### src/rtl/cache_pkg.sv
// Shared address split and refill FSM state encoding for the direct-mapped cache.
// The lookup stage imports this package too, so the address split is defined once.
package cache_pkg;

   localparam int B_OFFSET = 2;
   localparam int L_OFFSET = 8;
   localparam int T_OFFSET = 32 - 2 - B_OFFSET - L_OFFSET;

   typedef enum logic [1:0] {
      IDLE,
      REQ,
      FILL,
      DONE
   } state_t;

   function automatic logic [T_OFFSET-1:0] get_tag(input logic [31:0] a);
      return a[31 -: T_OFFSET];
   endfunction

   function automatic logic [L_OFFSET-1:0] get_index(input logic [31:0] a);
      return a[2+B_OFFSET +: L_OFFSET];
   endfunction

   function automatic logic [B_OFFSET-1:0] get_word(input logic [31:0] a);
      return a[2 +: B_OFFSET];
   endfunction

   // Clears the byte and word bits so the request starts at word 0 of the line.
   function automatic logic [31:0] line_addr(input logic [31:0] a, input int b);
      return a & ~((32'd1 << (2 + b)) - 32'd1);
   endfunction

endpackage

### src/rtl/cache_refill.sv
// Miss refill engine: issues one line read, streams beats into the data array,
// then sets tag/valid on the last beat and pulses done.
module cache_refill
   import cache_pkg::*;
#(
   parameter int b_offset = B_OFFSET,
   parameter int l_offset = L_OFFSET,
   localparam int t_offset = 32 - 2 - b_offset - l_offset
) (
   input  logic                clk,
   input  logic                rst,
   input  logic                miss_valid,
   output logic                miss_ready,
   input  logic [31:0]         miss_addr,
   output logic                mem_req_valid,
   input  logic                mem_req_ready,
   output logic [31:0]         mem_req_addr,
   input  logic                mem_rsp_valid,
   input  logic [31:0]         mem_rsp_data,
   output logic                fill_we,
   output logic [l_offset-1:0] fill_index,
   output logic [b_offset-1:0] fill_word,
   output logic [31:0]         fill_data,
   output logic [t_offset-1:0] fill_tag,
   output logic                fill_inval,
   output logic                fill_valid_set,
   output logic                busy,
   output logic                done
);

   localparam logic [b_offset-1:0] LAST_BEAT = '1;

   state_t              state;
   logic [b_offset-1:0] cnt;
   logic [31:0]         lat_addr;

   always_ff @(posedge clk) begin
      if (rst) begin
         state         <= IDLE;
         cnt           <= '0;
         lat_addr      <= '0;
         miss_ready    <= 1'b1;
         busy          <= 1'b0;
         done          <= 1'b0;
         mem_req_valid <= 1'b0;
         fill_inval    <= 1'b0;
      end else begin
         fill_inval <= 1'b0;
         done       <= 1'b0;
         case (state)
            IDLE: begin
               if (miss_valid && miss_ready) begin
                  lat_addr      <= miss_addr;
                  state         <= REQ;
                  miss_ready    <= 1'b0;
                  busy          <= 1'b1;
                  mem_req_valid <= 1'b1;
                  // Invalidate up front so an aborted refill never leaves a stale-valid line.
                  fill_inval    <= 1'b1;
               end
            end
            REQ: begin
               if (mem_req_ready) begin
                  state         <= FILL;
                  mem_req_valid <= 1'b0;
                  cnt           <= '0;
               end
            end
            FILL: begin
               if (mem_rsp_valid) begin
                  cnt <= cnt + 1'b1;
                  if (cnt == LAST_BEAT) begin
                     state <= DONE;
                     done  <= 1'b1;
                  end
               end
            end
            DONE: begin
               state      <= IDLE;
               miss_ready <= 1'b1;
               busy       <= 1'b0;
            end
            default: state <= IDLE;
         endcase
      end
   end

   // Beats pass straight through to the write port in the cycle they arrive.
   always_comb begin
      fill_we        = (state == FILL) && mem_rsp_valid;
      fill_valid_set = fill_we && (cnt == LAST_BEAT);
      fill_word      = fill_we ? cnt : '0;
      fill_data      = fill_we ? mem_rsp_data : '0;
      fill_tag       = fill_valid_set ? lat_addr[31 -: t_offset] : '0;
      fill_index     = (fill_we || fill_inval) ? lat_addr[2+b_offset +: l_offset] : '0;
      mem_req_addr   = mem_req_valid ? line_addr(lat_addr, b_offset) : '0;
   end

endmodule

### config.mk
export PLATFORM = sky130hd
export DESIGN_NAME = cache_refill
export DESIGN_NICKNAME = d
export VERILOG_FILES = /design/src/rtl/cache_pkg.sv /design/src/rtl/cache_refill.sv
export SDC_FILE = /design/constraint.sdc
export NUM_CORES = 1
export LEC_CHECK = 0
export BUFFER_PORTS_ARGS = -buffer_cell sky130_fd_sc_hd__buf_2
export CORE_MARGIN = 2
export CORE_UTILIZATION = 43
export DETAILED_ROUTE_END_ITERATION = 12
export PLACE_DENSITY = 0.92
export SLEW_MARGIN = 20
export SYNTH_ARGS = -nofsm -noshare
export SYNTH_HDL_FRONTEND = slang
export SYNTH_SLANG_ARGS = --single-unit
export TNS_END_PERCENT = 50
### constraint.sdc
create_clock -name clk -period 4.6 [get_ports clk]
set_clock_uncertainty 0.05 [all_clocks]
set_input_delay 0.92 -clock clk [delete_from_list [all_inputs] [get_ports clk]]
set_output_delay 0.92 -clock clk [all_outputs]
set_load 0.02 [all_outputs]
======== Word level (Yosys, flattened, before mapping) ========
Index checks and enable logic that the tools add are counted.
cells by class
  muxes and demuxes ....................... 21
  reduce and logical (&&, ||, !) cells .... 15
  bitwise gates (word level) .............. 3
  add/subtract/negate cells ............... 1
  equality and inequality tests ........... 8
operators with widths
  operator                                       count
  2-to-1 mux 32 bit                              2
  2-to-1 mux 20 bit                              1
  2-to-1 mux 2 bit                               7
  2-to-1 mux 8 bit                               1
  != test 2 bit, second input constant           4
  one-hot mux 2 bit (4 select lines)             1
  == test 2 bit, second input constant           3
  one-hot mux 1 bit (2 select lines)             3
  AND reduction 3 bit                            2
  nonzero test 2 bit                             3
  2-to-1 mux 1 bit                               5
  one-hot mux 2 bit (2 select lines)             1
  AND reduction 2 bit                            2
  AND reduction 4 bit                            1
  logical AND 1 bit                              3
  inverter 1 bit                                 3
  OR reduction 3 bit                             1
  adder 2 x 1 -> 2 bit, second input constant    1
  == test 2 x 1 -> 1 bit, second input constant  1
  logical NOT 2 bit                              1
  OR reduction 2 bit                             1
  logical OR 1 bit                               1
storage, ports and cells
  logic and storage cells ................. 56
  register bits ........................... 41
  output and inout port bits .............. 101
  bits of input ports ..................... 69

======== Depth between registers and ports, before layout ========
  word-level depth ........................ 4
  depth in mapped cells ................... 7
  mapped depth without buffers ............ 5

======== Worst setup path before layout ========
No wires, ideal clock.
  path type ............................... input -> output
  start ................................... in mem_rsp_valid
  end ..................................... out fill_tag[10]
  data arrival time ....................... 1704 ps
  data required time ...................... 3630 ps
  path slack .............................. 1926 ps
  stages .................................. 3
  path buffers ............................ 1
  cell sequence ........................... and3_1 clkbuf_1 and2_1
on the way
  word-level cells in the longest chain between the ends .. 3
ends and longest elaborated chain
  element             RTL line            source
  start, declared     cache_refill.sv:18  input logic mem_rsp_valid,
  logical AND 1 bit   cache_refill.sv:90  fill_we = (state == FILL) && mem_rsp_valid;
  logical AND 1 bit   cache_refill.sv:91  fill_valid_set = fill_we && (cnt == LAST_BEAT);
  net fill_valid_set  cache_refill.sv:26  output logic fill_valid_set,
  2-to-1 mux 20 bit   cache_refill.sv:94  fill_tag = fill_valid_set ? lat_addr[31 -: t_offset] : '0;
  end, declared       cache_refill.sv:24  output logic [t_offset-1:0] fill_tag,
The timed path passes the listed nets, and every way through them passes these cells.

======== Worst setup path in the final report ========
  start ................................... reg state[0]
  end ..................................... out fill_tag[7]
on the way
  word-level cells in the longest chain between the ends .. 4
ends and longest elaborated chain
  element                 RTL line            source
  start, declared         cache_refill.sv:33  state_t state;
  start signal, assigned  cache_refill.sv:39  state <= IDLE;
  start signal, assigned  cache_refill.sv:54  state <= REQ;
  start signal, assigned  cache_refill.sv:64  state <= FILL;
  == test 2 bit           cache_refill.sv:90
  logical AND 1 bit       cache_refill.sv:90
  logical AND 1 bit       cache_refill.sv:91
  2-to-1 mux 20 bit       cache_refill.sv:94
No other way between the ends.

==> impl_metrics.py <==
metrics = {
    "outcome": {
        "status": "complete, no violations",
    },
    "critical_path": {
        "required_ns": 3.63,
        "crit_type": "register to output port",
        "cp_max_fo": 37,
        "critPathLaunchType": "register",
        "end_kind": "output port",
        "cp.arrival_ns": 2.59,
        "r2r_cells": 5,
        "reg2reg_setup_slack_ns": 2.48,
    },
    "detailed_routing": {
        "drc_errors": 0,
        "drt-wirelength-per-cell_um": 12.1,
        "ant_nets": 0,
        "dr.pass1.iters": 4,
        "via_per_inst": 4.66,
        "vias": 2340,
        "wirelength_um": 6100,
        "first_iter_violations": 104,
    },
    "power": {
        "power_density_nw_per_um2": 409,
        "p_leak_nw": 1.78,
        "clkPwrFrac_pct": 23.2,
        "power_frac_comb_pct": 40.7,
        "p_int_uw": 746,
        "seq_power_share_pct": 36.2,
        "sw_frac_of_total_pct": 40.0,
        "ir_worst_vdd_uv": 432,
        "switchingPower_uw": 497,
    },
    "placement": {
        "pre_cts_slack_ns": 1.28,
        "dpl.hpwl_um": 4610,
        "numPortBuffers": 161,
        "gp_congestion": 0.836,
    },
    "synthesis": {
        "ys_ff_latch": 37,
        "syn_area_per_cell_um2": 7.37,
        "synth_cell_types": 27,
        "synth_cells": 289,
        "yosys_warnings": 0,
        "ys_seq_area_share_pct": 34.8,
        "syn_area_um2": 2130,
    },
    "sta": {
        "relSlewSlack_pct": 39.0,
        "rsz0062_at_grt": "false",
        "fmax_ghz": 0.281,
        "timing.final.ws_setup_ns": 1.04,
        "hold_viol": 0,
        "drv_slew": 0,
        "worst_pin_slew_ns": 0.915,
        "min_period_ns": 3.56,
        "setup_viol": 0,
        "finalSetupTns_ns": 0,
        "fin_crit_sh_pct": 77.3,
    },
    "cells_and_area": {
        "ff_latch_area_um2": 741,
        "nets": 511,
        "antenna_cells": 0,
        "drive_gt1_share_pct": 39.5,
        "multi_input_area_um2": 1270,
        "area.growth.synth_to_final_pct": 42.6,
        "fillerInstances": 452,
    },
    "clocking": {
        "cts_made_buffers": 5,
        "h-tree-depth": 2,
        "clock_latency_ns": 0.28,
        "cts_setup_buffers": 0,
        "max-clock-path-buffers": 2,
        "hold_buffers": 0,
        "cts_tree": "done",
        "clock-root-buffer": "clkbuf_8",
        "cts.reportedPaths.clkPinSlew_ns": 0.08,
        "cts_resized": 0,
        "cts.sinks": 37,
    },
    "floorplanning": {
        "core-area_um2": 4750,
        "rows": 25,
        "start_util_pct": 44.8,
        "die_h_um": 74.4,
        "dieWidth_um": 74.4,
        "dieArea_um2": 5530,
        "pin_count": 170,
    },
    "global_routing": {
        "antenna_found_initial": 0,
        "grt_pass1_wl_um": 8960,
        "first_global_vias": 2008,
        "grt_use_total_pct": 20.5,
        "grt_max_degree": 42,
        "grt.overflow.total": 0,
    },
    "hold_path": {
        "hold-path-cell-count": 2,
        "hp-class": "register to register",
    },
    "flow_run": {
        "maxCapViolCount": 0,
    },
}
## cell families (layout without fill, tap and decap cells)
kind of cell	Yosys count	after routing	synth area share, %
other cells	1	4	0.176
fa+ha+maj	8	8	4.70
simple gates	169	169	41.9
buf+inv	31	174	6.46
flops	37	37	34.8
compound gates	43	43	12.0
## worst max-delay path, stage by stage (launching register included)
cell and delay (ns):
dfxtp_1 0.34, inv_1 0.13, ha_1 0.78, and3_1 0.66, and2_1 0.22, buf_2 0.16
## synth_stat cells
master | number | area (um^2)
nor2b_1 | 13 | 81.3
o22ai_1 | 1 | 6.26
nor2_1 | 6 | 22.5
a211oi_1 | 1 | 7.51
or4_1 | 1 | 7.51
o32ai_1 | 2 | 17.5
a21boi_4 | 1 | 18.8
buf_2 | 5 | 25.0
buf_4 | 4 | 30.0
and2_1 | 49 | 307
nand3_1 | 1 | 5.00
and3_1 | 36 | 225
nand2_1 | 61 | 229
a31oi_1 | 1 | 6.26
inv_1 | 5 | 18.8
ha_1 | 8 | 100
o31ai_1 | 1 | 7.51
o21bai_1 | 1 | 7.51
o41ai_1 | 1 | 8.76
and3_2 | 1 | 7.51
conb_1 | 1 | 3.75
dfxtp_1 | 37 | 741
a21boi_1 | 1 | 7.51
a21oi_1 | 32 | 160
clkbuf_1 | 17 | 63.8
or2b_1 | 1 | 7.51
o311ai_0 | 1 | 8.76
## through the flow
step	instance area, um^2	hold slack, ns	power, mW	instances	utilization, %
global route	3040	0.437	1.34	502	63.9
detailed placement	2910	0.402	0.962	494	61.3
CTS	3030	0.412	1.25	502	63.8
floorplan	2140	0.390	0.820	292	-
finish	3040	0.410	1.24	502	63.9
global placement	2910	0.399	0.939	494	61.3
## placed cells by master (no fill, tap or decap)
| master | synthesis | final |
|---|---|---|
| ha_1 | 8 | 8 |
| a21boi_4 | 1 | 1 |
| and2_1 | 49 | 49 |
| or4_1 | 1 | 1 |
| a21boi_1 | 1 | 1 |
| o41ai_1 | 1 | 1 |
| and3_2 | 1 | 1 |
| a211oi_1 | 1 | 1 |
| conb_1 | 1 | 4 |
| buf_2 | 5 | 161 |
| clkbuf_8 | 0 | 6 |
| or2b_1 | 1 | 1 |
| o22ai_1 | 1 | 1 |
| and3_1 | 36 | 36 |
| o311ai_0 | 1 | 1 |
| nand3_2 | 0 | 1 |
| clkinvlp_4 | 0 | 1 |
| nand2_1 | 61 | 61 |
| o32ai_1 | 2 | 2 |
| nor2b_1 | 13 | 13 |
| nor2_1 | 6 | 6 |
| a21oi_1 | 32 | 32 |
| dfxtp_1 | 37 | 37 |
| o21bai_1 | 1 | 1 |
| a31oi_1 | 1 | 1 |
| o31ai_1 | 1 | 1 |
| bufinv_16 | 0 | 1 |
| inv_1 | 5 | 5 |
## power groups by stage
| stage | Combinational (mW) | Sequential, mW | Clock, mW |
|---|---|---|---|
| finish | 0.505 | 0.450 | 0.288 |
| global route | 0.566 | 0.463 | 0.309 |
| CTS | 0.505 | 0.451 | 0.295 |
| detailed placement | 0.504 | 0.458 | 0 |
| global placement | 0.486 | 0.453 | 0 |
| floorplan | 0.380 | 0.440 | 0 |
## flip-flops by register name, indices dropped and copies added (netlist names)
register,count
lat_addr,28
cnt,2
state,2
busy,1
done,1
fill_inval,1
mem_req_valid,1
miss_ready,1
## final cells by class
type,instances,share of cell area (%)
Timing Repair Buffer,161,26.5
Sequential cell,37,24.4
Tap cell,67,2.76
Clock inverter,2,1.24
Clock buffer,6,2.72
Inverter,5,0.618
Multi-Input combinational cell,224,41.8
## metal layers
layer / track usage (%) / vias to the layer above / part of all wire (%)
li1: - / 1224 / -
met1: 26.3 / 1042 / 43
met2: 35.4 / 72 / 51
met3: 3.52 / 2 / 4.9
met4: 5.75 / 0 / 0.31
met5: 0 / - / 0
## worst paths after layout
check	from	to
worst min register to register	lat_addr[16]	lat_addr[16]
worst min-delay path	lat_addr[16]	lat_addr[16]
worst max register to register	state[0]	state[1]
worst max-delay path	state[0]	fill_tag[7]
Note: power is estimated with default switching activity, not from simulation.
